$ cat src/rtl/uart_transmitter_if.sv
// Parallel word handshake into the UART transmitter.
// master drives tx_data/tx_valid; slave (the transmitter) returns tx_ready.
interface uart_transmitter_if #(
  parameter int unsigned DATA_BITS = 8
);
  logic [DATA_BITS-1:0] tx_data;
  logic                 tx_valid;
  logic                 tx_ready;

  modport master (output tx_data, output tx_valid, input tx_ready);
  modport slave  (input tx_data, input tx_valid, output tx_ready);
endinterface

$ cat src/rtl/uart_transmitter.sv
// UART serial transmitter running on the oversampled baud_clk.
// Frames are start, DATA_BITS data bits LSB-first, optional parity and
// STOP_BITS stop bits. A one-word holding register lets the next word queue
// while the current frame shifts out, so frames can go out back-to-back.
module uart_transmitter #(
  parameter int unsigned OVERSAMPLE = 16,
  parameter int unsigned DATA_BITS  = 8,
  parameter int unsigned PARITY_EN  = 0,
  parameter int unsigned PARITY_ODD = 0,
  parameter int unsigned STOP_BITS  = 1
) (
  input  logic                  baud_clk,
  input  logic                  reset,
  uart_transmitter_if.slave     tx_if,
  output logic                  uart_tx,
  output logic                  tx_busy,
  output logic                  tx_done
);

  localparam int unsigned TICK_W = (OVERSAMPLE > 1) ? $clog2(OVERSAMPLE) : 1;
  localparam int unsigned BIT_W  = $clog2(DATA_BITS + 1);

  localparam logic [TICK_W-1:0] TICK_LAST = TICK_W'(OVERSAMPLE - 1);
  localparam logic [TICK_W-1:0] TICK_PRE  = TICK_W'(OVERSAMPLE - 2);
  localparam logic [BIT_W-1:0]  DATA_LAST = BIT_W'(DATA_BITS - 1);
  localparam logic [BIT_W-1:0]  STOP_LAST = BIT_W'(STOP_BITS - 1);
  localparam logic              ODD_FLIP  = (PARITY_ODD != 0);

  typedef enum logic [2:0] {
    IDLE,
    START,
    DATA,
    PARITY,
    STOP
  } state_t;

  state_t               state;
  logic [DATA_BITS-1:0] hold_reg;
  logic [DATA_BITS-1:0] shift_reg;
  logic                 hold_full;
  logic                 tx_ready_q;
  logic                 parity_bit;
  logic [TICK_W-1:0]    tick;
  logic [BIT_W-1:0]     bit_cnt;

  logic accept;
  logic bit_end;
  logic frame_end;
  logic load;
  logic hold_full_d;

  assign tx_if.tx_ready = tx_ready_q;

  // Handshake, bit-boundary and hold->shift transfer decisions.
  always_comb begin
    accept      = tx_if.tx_valid & tx_ready_q;
    bit_end     = (tick == TICK_LAST);
    frame_end   = (state == STOP) && bit_end && (bit_cnt == STOP_LAST);
    load        = hold_full && ((state == IDLE) || frame_end);
    hold_full_d = hold_full;
    if (load) begin
      hold_full_d = 1'b0;
    end
    if (accept) begin
      hold_full_d = 1'b1;
    end
  end

  // Holding register; tx_ready follows the next-state fullness so a word
  // cannot be accepted on the same edge the register is being drained.
  always_ff @(posedge baud_clk or negedge reset) begin
    if (!reset) begin
      hold_reg   <= '0;
      hold_full  <= 1'b0;
      tx_ready_q <= 1'b1;
    end else begin
      hold_full  <= hold_full_d;
      tx_ready_q <= ~hold_full_d;
      if (accept) begin
        hold_reg <= tx_if.tx_data;
      end
    end
  end

  // Frame FSM with registered line, busy and done outputs.
  always_ff @(posedge baud_clk or negedge reset) begin
    if (!reset) begin
      state      <= IDLE;
      shift_reg  <= '0;
      parity_bit <= 1'b0;
      tick       <= '0;
      bit_cnt    <= '0;
      uart_tx    <= 1'b1;
      tx_busy    <= 1'b0;
      tx_done    <= 1'b0;
    end else begin
      // Raised one edge early so the pulse covers the final stop tick itself.
      tx_done <= (state == STOP) && (tick == TICK_PRE) && (bit_cnt == STOP_LAST);

      if (load) begin
        shift_reg  <= hold_reg;
        parity_bit <= (^hold_reg) ^ ODD_FLIP;
        tick       <= '0;
        bit_cnt    <= '0;
        state      <= START;
        uart_tx    <= 1'b0;
        tx_busy    <= 1'b1;
      end else if (state != IDLE) begin
        tick <= bit_end ? '0 : tick + 1'b1;
        if (bit_end) begin
          case (state)
            START: begin
              state   <= DATA;
              bit_cnt <= '0;
              uart_tx <= shift_reg[0];
            end
            DATA: begin
              shift_reg <= shift_reg >> 1;
              if (bit_cnt == DATA_LAST) begin
                bit_cnt <= '0;
                if (PARITY_EN != 0) begin
                  state   <= PARITY;
                  uart_tx <= parity_bit;
                end else begin
                  state   <= STOP;
                  uart_tx <= 1'b1;
                end
              end else begin
                bit_cnt <= bit_cnt + 1'b1;
                uart_tx <= shift_reg[1];
              end
            end
            PARITY: begin
              state   <= STOP;
              bit_cnt <= '0;
              uart_tx <= 1'b1;
            end
            STOP: begin
              uart_tx <= 1'b1;
              if (bit_cnt == STOP_LAST) begin
                state   <= IDLE;
                bit_cnt <= '0;
                tx_busy <= 1'b0;
              end else begin
                bit_cnt <= bit_cnt + 1'b1;
              end
            end
            default: begin
              state   <= IDLE;
              uart_tx <= 1'b1;
              tx_busy <= 1'b0;
            end
          endcase
        end
      end
    end
  end

endmodule

$ cat src/flat_wrapper.sv
// flat-port wrapper written by rule: the top's interface ports become plain ports
module uart_transmitter_flat 
#(
  parameter int unsigned OVERSAMPLE = 16,
  parameter int unsigned DATA_BITS  = 8,
  parameter int unsigned PARITY_EN  = 0,
  parameter int unsigned PARITY_ODD = 0,
  parameter int unsigned STOP_BITS  = 1
)
  (baud_clk, reset, uart_tx, tx_busy, tx_done, tx_if_tx_data, tx_if_tx_valid, tx_if_tx_ready);
  uart_transmitter_if #(.DATA_BITS(DATA_BITS)) tx_if_i ();
  input  logic baud_clk;
  input  logic reset;
  output logic uart_tx;
  output logic tx_busy;
  output logic tx_done;
  input wire logic [$bits(tx_if_i.tx_data)-1:0] tx_if_tx_data;
  input wire logic [$bits(tx_if_i.tx_valid)-1:0] tx_if_tx_valid;
  output wire logic [$bits(tx_if_i.tx_ready)-1:0] tx_if_tx_ready;
  assign tx_if_i.tx_data = tx_if_tx_data;
  assign tx_if_i.tx_valid = tx_if_tx_valid;
  assign tx_if_tx_ready = tx_if_i.tx_ready;
  uart_transmitter #(.OVERSAMPLE(OVERSAMPLE), .DATA_BITS(DATA_BITS), .PARITY_EN(PARITY_EN), .PARITY_ODD(PARITY_ODD), .STOP_BITS(STOP_BITS)) u_core (.baud_clk(baud_clk), .reset(reset), .tx_if(tx_if_i), .uart_tx(uart_tx), .tx_busy(tx_busy), .tx_done(tx_done));
endmodule
$ cat config.mk
export PLATFORM = sky130hd
export DESIGN_NAME = uart_transmitter_flat
export DESIGN_NICKNAME = d
export VERILOG_FILES = /design/src/rtl/uart_transmitter_if.sv /design/src/rtl/uart_transmitter.sv /design/src/flat_wrapper.sv
export SDC_FILE = /design/constraint.sdc
export NUM_CORES = 1
export LEC_CHECK = 0
export CAP_MARGIN = 20
export CORE_ASPECT_RATIO = 0.9
export CORE_MARGIN = 5
export CORE_UTILIZATION = 27
export CTS_BUF_LIST = sky130_fd_sc_hd__clkbuf_16
export CTS_CLUSTER_SIZE = 28
export DETAILED_ROUTE_END_ITERATION = 6
export PLACE_DENSITY = 0.54
export SLEW_MARGIN = 20
export SYNTH_ARGS = -nofsm -noshare
export SYNTH_HDL_FRONTEND = slang
export SYNTH_SLANG_ARGS = --single-unit
export TNS_END_PERCENT = 5
$ cat constraint.sdc
create_clock -name baud_clk -period 3.1 [get_ports baud_clk]
set_input_delay 0.62 -clock baud_clk [delete_from_list [all_inputs] [get_ports baud_clk]]
set_output_delay 0.62 -clock baud_clk [all_outputs]
set_load 0.01 [all_outputs]
==> metrics.md <==
| Metric | Value |
|---|---|
| Status | `complete, no violations` |
| Final Hold Vio Count | `0` |
| Post-synth EDFFs | `0` |
| Ys flop type | `dfrtp_1` |
| Share of the yosys chip area belonging to registers | `between 40% and 50%` |
| Worst Setup Start Kind | `register` |
| Fmax | `a little under 0.5 GHz` |
| Max-slew violations | `0` |
| CP max FO | `14` |
| Slack of the critical path | `~1 ns` |
| Distinct cell type count after synthesis | `45` |
| Hold Crit Start | `u_core.hold_reg[4]` |
| First-pass GRT wire length | `6130 um` |
| GRT Resource Usage Total | `9.75%` |
| Root Driver | `clkbuf_16` |
| IO Count | `15` |
| Hold Path Sink | `u_core.hold_reg[4]` |
| Hold_buf cts | `0` |
| # fillers | `between 600 and 700` |
| Nature of the critical path endpoint | `register` |
| Max incr delay on CP | `0.62 ns` |
| Number of port buffers | `14` |
| R2R depth | `4` |
| Vias per cell | `5.23` |
| Clock buffer depth | `2` |
| FF-to-FF End | `u_core.shift_reg[0]` |
| Required time of the critical path | `3.24 ns` |
| HP Class | `reg2reg` |
| Flop2flop setup slack | `1.03 ns` |
| # DRC | `0` |
| Via Count | `roughly 1300` |
| H-tree depth | `2` |
| Syn Inst Count | `170` |
| Clock Sinks | `32` |
| Data arrival time of the critical path | `2.21 ns` |
| Pre-Repair DR Iteration Count | `4` |
| Post-route clock skew | `0.00312 ns` |
| Later-pin clock latency in the skew report | `0.27 ns` |
| Max cap viols | `0` |
| CTS tree | `done` |
| Worst r2r src | `u_core.state[1]` |
| Ys async rst share | `100%` |
| DP HPWL | `2550 um` |
| Overall Power | `1090 uW` |
| Syn Nets | `185` |
| Vias in the first global route | `1236` |
| Antenna violations before repair | `0` |
| WL/cell | `14.3 um` |
| Tmin final | `just over 2 ns` |
| Pwr Density | `around 540 mW/mm^2` |
| P&R area growth vs syn | `21.1%` |
| Overflow after GRT | `0` |
| Most common cell after layout, fill and taps aside | `dfrtp_1` |
| Final setup viols | `0` |
| Die height | `about 85 um` |
| Die footprint | `roughly 0.008 mm^2` |
| Post_cts resized | `0` |
| Largest net degree at the start of global routing | `33` |
| Die W | `93.3 um` |
| Initial Utilization | `27.7%` |
| Worst slew margin | `a little under two thirds` |
| Place WS | `1.08 ns` |
| Core Rows | `27` |
| Setup Fix Bufs, Post-CTS | `0` |
| Diode count | `0` |
| Worst IR Drop VDD | `0.314 mV` |
| Syn avg cell area | `9.91 um^2` |
| FF+latch count, synth | `32` |
| DRT Wirelength | `between 3000 and 4000 um` |
| Static leakage | `0.000879 uW` |
| Final #Nets | `199` |
| Unrepaired setup endpoints after global routing | `false` |
| Most frequent cells in the layout | `30 x dfrtp_1, 15 x nand3_1, 14 x clkdlybuf4s50_1` |
| Fin util | `33.6%` |
| Num CTS Buffers | `5` |
| WS Path Type | `reg2reg` |
| Synth warn | `0` |
| Worst-margin pin slew | `0.549 ns` |
| Fin Hold WS | `between 0.5 and 0.6 ns` |
| Hold Path Stages | `1` |
| Remaining antenna violation count | `0` |
| Slowest stage cell, crit path | `or3b_1` |
| Setup TNS Final | `0 ns` |
| Worst-path clk slew | `0.05 ns` |
| Layout cells sized above 1 | `between 10% and 20%` |
| Worst-path cell chain | `or3b_1 > nor3_4 > or2_1 > a31oi_1` |
| Final GP Congestion | `0.834` |
| Core Footprint | `0.00608 mm^2` |
| Initial drt markers | `78` |
| Fin crit share | `66.9%` |
| Post-Syn Area | `around 0.0017 mm^2` |
## layout make-up
type | count | area, um^2 | area share, %
repair buffers | 16 | 155 | 7.60
flip-flops and latches | 32 | 803 | 39.4
well taps | 72 | 90.1 | 4.41
clock buffers | 5 | 125 | 6.13
multi-input cells | 121 | 798 | 39.1
clock inverters | 3 | 38.8 | 1.90
inverters | 8 | 30.0 | 1.47
## cells in the mapped netlist (2+ instances only)
library cell	count	area, um^2
a211oi_1	3	22.5
a21o_1	3	22.5
a21oi_1	2	10.0
a31oi_1	7	43.8
and2_1	4	25.0
and3_1	3	18.8
buf_2	4	20.0
buf_6	2	22.5
clkbuf_1	3	11.3
dfrtp_1	30	751
dfstp_2	2	52.6
ha_1	4	50.1
inv_1	8	30.0
mux2_2	8	90.1
nand2_1	7	26.3
nand3_1	15	75.1
nand3b_1	2	15.0
nor2_1	11	41.3
nor3_1	8	40.0
o2111ai_1	2	17.5
o211ai_1	2	15.0
o21ai_0	13	65.1
o31ai_1	4	30.0
or3b_1	2	17.5
## metrics by stage
step / instance area [um^2] / cells
finish: 2040 / 257
detailed placement: 1880 / 249
global route: 2040 / 257
CTS: 2040 / 257
floorplan: 1690 / 170
global placement: 1880 / 249
## cell families after synthesis
logic type,after synthesis,synth area share [%]
buffers and inverters,17,4.97
and+or+nand+nor,60,19.1
adders and majority gates,4,2.97
muxes,8,5.35
AOI/OAI and AO/OA,48,19.5
xor gates and xnor gates,1,0.520
DFF,32,47.7
## worst max-delay path by stage
stage | start | to | cells past startpoint
final | u_core.state[1] | u_core.shift_reg[0] | 4
after global routing | u_core.tick[1] | u_core.shift_reg[0] | 5
after CTS | u_core.bit_cnt[0] | u_core.shift_reg[0] | 6
after detailed placement | u_core.state[1] | u_core.shift_reg[6] | 4
after global placement | u_core.bit_cnt[0] | u_core.shift_reg[0] | 6
after floorplan | u_core.bit_cnt[0] | u_core.shift_reg[0] | 7
## routing by layer
metal / vias up / global-route usage (%) / routed length, um
met2: 34 / 13.7 / 1620
li1: 660 / - / -
met3: 5 / 2.39 / 138
met1: 644 / 13.6 / 1840
met4: 0 / 5.33 / 69
met5: - / 0 / 0
## power by group
part           total, uW  switching [uW]  internal [uW]  leakage [uW]
logic               66.2            22.0           44.2      0.000391
registers            481            21.5            460      0.000403
clock network        546             172            374     0.0000850
total               1090             216            878      0.000879
## worst max-delay path: cells and delay by family (launching register included)
kind	cells	cell delay, ns
flip-flops	1	0.50
AND/OR/NAND/NOR	3	1.31
AO/OA/AOI/OAI	1	0.13
No activity file was read; power rests on OpenSTA's default activity.
